## config.mk

```make
export PLATFORM = sky130hd
export DESIGN_NAME = airlock_request_arbiter
export DESIGN_NICKNAME = d
export VERILOG_FILES = /design/src/rtl/airlock_request_arbiter.sv
export SDC_FILE = /design/constraint.sdc
export NUM_CORES = 1
export LEC_CHECK = 0
export CAP_MARGIN = 20
export CORE_MARGIN = 3
export CORE_UTILIZATION = 49
export DETAILED_ROUTE_END_ITERATION = 10
export PLACE_DENSITY = 0.79
export SETUP_SLACK_MARGIN = 0.2
export SLEW_MARGIN = 25
export SYNTH_ARGS = -nofsm -noshare
export SYNTH_HDL_FRONTEND = slang
export SYNTH_SLANG_ARGS = --single-unit
```

## constraint.sdc

```tcl
create_clock -name clk -period 2.3 [get_ports clk]
set_input_delay 0.46 -clock clk [delete_from_list [all_inputs] [get_ports clk]]
set_output_delay 0.46 -clock clk [all_outputs]
set_load 0.05 [all_outputs]
```

## src/rtl/airlock_request_arbiter.sv

```systemverilog
// Airlock request arbiter: grants one arrival or departure at a time, tracks bay
// occupancy and faults on a sequencer that never completes.
// Optional lifetime counters are built only when AIRLOCK_STATS_EN is defined.
// Without it, arriveCnt/departCnt are tied to 0.
module airlock_request_arbiter #(
  parameter int unsigned GARAGE_SIZE = 3,
  parameter int unsigned INIT_COUNT  = 0,
  parameter int unsigned TIMEOUT     = 200
) (
  input  logic       clk,
  input  logic       rst,
  input  logic       arriveReq,
  input  logic       departReq,
  input  logic       arriveDone,
  input  logic       departDone,
  input  logic       clearFault,
  output logic       arriving,
  output logic       departCtrl,
  output logic [2:0] garageFull,
  output logic       busy,
  output logic       fault,
  output logic [7:0] arriveCnt,
  output logic [7:0] departCnt
);

  typedef enum logic [2:0] {
    StIdle,
    StArrive,
    StDepartStart,
    StDepartWait,
    StFault
  } state_e;

  localparam logic [2:0] SizeW    = 3'(GARAGE_SIZE);
  localparam logic [2:0] InitW    = 3'(INIT_COUNT);
  localparam logic [8:0] TimeoutW = 9'(TIMEOUT);

  state_e     state_q, state_d;
  logic [2:0] full_q, full_d;
  logic [7:0] cnt_q, cnt_d;
  // 1 = the last granted operation was a departure, so arrival wins the next tie.
  logic       last_dep_q, last_dep_d;
  logic       arriving_q, arriving_d;
  logic       depart_q, depart_d;
  logic       busy_q, busy_d;
  logic       fault_q, fault_d;
  logic       arrival_ok, depart_ok;
  logic       expired;

  // Next-state, occupancy, timeout and registered-output decode.
  always_comb begin
    state_d    = state_q;
    full_d     = full_q;
    cnt_d      = cnt_q;
    last_dep_d = last_dep_q;
    arrival_ok = arriveReq && (full_q < SizeW);
    depart_ok  = departReq && (full_q != 3'd0);
    // Expires on the cycle the incremented count would reach TIMEOUT.
    expired    = (({1'b0, cnt_q} + 9'd1) == TimeoutW);

    unique case (state_q)
      StIdle: begin
        if (arrival_ok && (!depart_ok || last_dep_q)) begin
          state_d    = StArrive;
          cnt_d      = '0;
          last_dep_d = 1'b0;
        end else if (depart_ok) begin
          state_d    = StDepartStart;
          cnt_d      = '0;
          last_dep_d = 1'b1;
        end
      end
      StArrive: begin
        cnt_d = cnt_q + 8'd1;
        // A done pulse on the expiry cycle still counts as completion.
        if (arriveDone) begin
          state_d = StIdle;
          if (full_q < SizeW) full_d = full_q + 3'd1;
        end else if (expired) begin
          state_d = StFault;
        end
      end
      StDepartStart: begin
        state_d = StDepartWait;
      end
      StDepartWait: begin
        cnt_d = cnt_q + 8'd1;
        if (departDone) begin
          state_d = StIdle;
          if (full_q != 3'd0) full_d = full_q - 3'd1;
        end else if (expired) begin
          state_d = StFault;
        end
      end
      StFault: begin
        if (clearFault) state_d = StIdle;
      end
      default: state_d = StIdle;
    endcase

    arriving_d = (state_d == StArrive);
    depart_d   = (state_d == StDepartStart);
    busy_d     = (state_d != StIdle);
    fault_d    = (state_d == StFault);
  end

  // State, occupancy and output registers; reset abandons any operation.
  always_ff @(posedge clk or negedge rst) begin
    if (!rst) begin
      state_q    <= StIdle;
      full_q     <= InitW;
      cnt_q      <= '0;
      last_dep_q <= 1'b1;
      arriving_q <= 1'b0;
      depart_q   <= 1'b0;
      busy_q     <= 1'b0;
      fault_q    <= 1'b0;
    end else begin
      state_q    <= state_d;
      full_q     <= full_d;
      cnt_q      <= cnt_d;
      last_dep_q <= last_dep_d;
      arriving_q <= arriving_d;
      depart_q   <= depart_d;
      busy_q     <= busy_d;
      fault_q    <= fault_d;
    end
  end

  assign arriving   = arriving_q;
  assign departCtrl = depart_q;
  assign garageFull = full_q;
  assign busy       = busy_q;
  assign fault      = fault_q;

`ifdef AIRLOCK_STATS_EN
  logic [7:0] arr_cnt_q, dep_cnt_q;
  logic       arr_evt, dep_evt;

  assign arr_evt = (state_q == StArrive) && arriveDone;
  assign dep_evt = (state_q == StDepartWait) && departDone;

  // Lifetime completion counters; wrap 255 -> 0.
  always_ff @(posedge clk or negedge rst) begin
    if (!rst) begin
      arr_cnt_q <= '0;
      dep_cnt_q <= '0;
    end else begin
      if (arr_evt) arr_cnt_q <= arr_cnt_q + 8'd1;
      if (dep_evt) dep_cnt_q <= dep_cnt_q + 8'd1;
    end
  end

  assign arriveCnt = arr_cnt_q;
  assign departCnt = dep_cnt_q;
`else
  assign arriveCnt = '0;
  assign departCnt = '0;
`endif

endmodule

```

==> results.md <==
- Total gr overflow: 0
- CTS Buf Count: 3
- Top_reg_cell synth: dfrtp_1
- Die area: 3220 um2
- Post-synth EDFFs: 0
- Starting Density: roughly 54%
- Layout cells sized above 1: 16.0%
- Slew headroom: 66.3%
- Final critical-path share of the clock period: 87.5%
- H-tree depth reported by CTS: 1
- # fillers: 206
- Hold Fails Final Rpt: 0
- Unrepaired setup endpoints after global routing: yes
- Largest family of logic cells by synthesized area: simple AND/OR/NAND/NOR gates
- Net count, final: ~170
- Final instance area: 1440 um2
- CP Data Arrival Time: about 2.2 ns
- CP startpoint kind: flop
- Wire per inst: 13.7 um
- Placer Congestion: 0.789
- Worst skew pair latency: roughly 0.30 ns
- Synth Instances: 136
- Core box area: 2320 um2
- Synth Warn #: 0
- Vias per cell: 5.31
- Layout Skew: 0.00168 ns
- Largest net degree at the start of global routing: 20
- Hold_ws: 0.481 ns
- Synth cell types: 43
- Non-filler cells, final: 184
- Post-DP HPWL: 1930 um
- Drt drc: 0
- Max-Cap Viols: 0
- Gr usage total: ~17%
- Slew @ Worst Pin: 0.505 ns
- Post-synthesis mux area share: 6.55%
- Setup_tns: 0 ns
- Vert. Die Dim: ~57 um
- Pwr dens: 1290 nW/um2
- DR iter-0 viols: 26
- Area post-placement: 1400 um2
- Synth Area in Compound Gates: approximately 16%
- WP data required: approximately 2.5 ns
- Synth Area in Simple Gates: 20.7%
- Worst-path fanout max: 4
- Vias post-DR: 977
- Syn Area/Cell: 9.27 um2
- #FFs+latches synth: 19
- Worst hold path class: input pin to async pin
- Layout area overhead: 14.2%
- Setup CP Type: flop to flop
- Final Power: 1.85 mW
- Clock buffer depth: 2
- CTS tree: yes
- Root buffer cell: clkbuf_4
- Status: completed
- Peak VDD IR: 926 uV
- Register area share after synthesis: 37.8%
- FFs w/ async S/R, synth: 100%
- Setup slack, reg-to-reg: 0.29 ns
- Clock-pin slew on the worst setup and hold paths: 0.11 ns
- Initial antenna violation count: 0
- Placed Instances: 180
- Die width: between 50 and 60 um
- Worst setup EP type: flop
- Global-route wire length before repair: 4510 um
- Post-Synth Adder-Cell Area: approximately 4.4%
- Router iterations before antenna repair: 4
- Vias in the first global route: 997
- Port Buffers: 13
- # rows: 17
- Number of I/O pins: 30
- CTS sink count: 19
- Final setup fails: 0
- Final Max Slew Viols: 0
- Fmax: 497 MHz
- Min Tclk post-route: slightly above 2 ns
- XOR/XNOR Fraction of Synth Area: 2.08%
- Antenna Nets Post-Route: 0
- N_diodes: 0
- Pleak: 0.666 nW
- Post-synthesis cell area: 1260 um2
- Final WL: 2520 um
==> cell families (layout without fill, tap and decap cells) <==
group | after synthesis | in the layout
and+or+nand+nor | 46 | 46
AOI/OAI and AO/OA | 29 | 29
buffers and inverters | 26 | 31
DFF | 19 | 19
muxes | 8 | 8
adders and majority gates | 4 | 4
xor gates and xnor gates | 3 | 3
other | 1 | 16
==> where the power goes <==
group          internal (mW)  total [mW]  switching, mW
combinational          0.416        1.02          0.602
sequential             0.478       0.661          0.184
clock                 0.0648       0.174          0.110
total                  0.958        1.85          0.896
==> cells in the final DEF, fill, tap and decap left out, types with 2 or more instances in the layout <==
cell	Yosys	final
a21oi_1	8	8
a22o_1	2	2
buf_4	16	7
clkbuf_4	0	3
clkdlybuf4s50_1	0	10
conb_1	1	16
dfrtp_1	18	18
dlymetal6s2s_1	0	2
inv_1	7	7
mux2_2	2	2
mux2i_1	6	6
nand2_1	15	15
nand2b_1	2	2
nand3b_1	2	2
nor2_1	10	10
nor3_1	2	2
nor4b_1	2	2
o2111ai_1	2	2
o211ai_1	2	2
o21ai_0	7	7
or4_1	2	2
xnor2_1	2	2
==> cells in the mapped netlist (all sizes together) (3+ instances only) <==
library cell | number | area share, %
dfrtp | 18 | 36
buf | 16 | 9.5
nand2 | 15 | 4.5
nor2 | 10 | 3.0
a21oi | 8 | 3.2
o21ai | 8 | 3.2
inv | 7 | 2.1
mux2i | 6 | 4.8
clkbuf | 3 | 0.89
nand3b | 3 | 2.8
or4 | 3 | 2.1
==> registers in the layout, summed over array words and instances (netlist names) <==
name,cells
busy,1
fault,1
garageFull,3
cnt_q,8
departCtrl,1
last_dep_q,1
state_q,3
arriving,1
==> cell type report <==
type	instances	area (um2)	share of cell area (%)
clock buffers	3	22.5	1.56
clock inverters	1	5.00	0.348
inverters	7	26.3	1.82
multi-input cells	106	688	47.8
flip-flops and latches	19	477	33.1
well taps	28	35.0	2.43
repair buffers	20	186	12.9
==> per-stage QoR <==
stage               utilization, %  worst slack (ns)
global placement              60.6            0.0284
global route                  62.1             0.178
detailed placement            60.6           -0.0292
CTS                           61.7             0.214
finish                        62.1             0.288
floorplan                        -             0.283
==> routing by layer <==
metal	part of all wire [%]	up-vias	track usage (%)
met5	0	-	0
met4	0.63	0	3.64
met3	5.7	2	5.06
met2	48	28	28.2
met1	46	465	23.0
li1	-	482	-
==> path summary, 6_finish.rpt <==
path,start,endpoint,depth (start not counted)
hold reg to reg,last_dep_q,last_dep_q,2
min in group clk,last_dep_q,last_dep_q,2
setup / recovery,cnt_q[1],busy,6
hold / removal,rst,cnt_q[0],2
max in group asynchronous,rst,last_dep_q,2
setup reg to reg,cnt_q[1],busy,6
==> critical path, stage by stage, from the launching register on <==
cell and delay [ns]:
dfrtp_1 0.38, ha_2 0.23, nand2_1 0.12, or4_4 0.51
nand3b_4 0.11, a211oi_2 0.08, or4_1 0.46
==> what timing repair did <==
action	4_1_cts	5_1_grt
setup buffers	0	0
endpoints found under the setup margin	1	4
hold buffers	0	0
resized for setup	1	4
No activity file was read; power rests on OpenSTA's default activity.
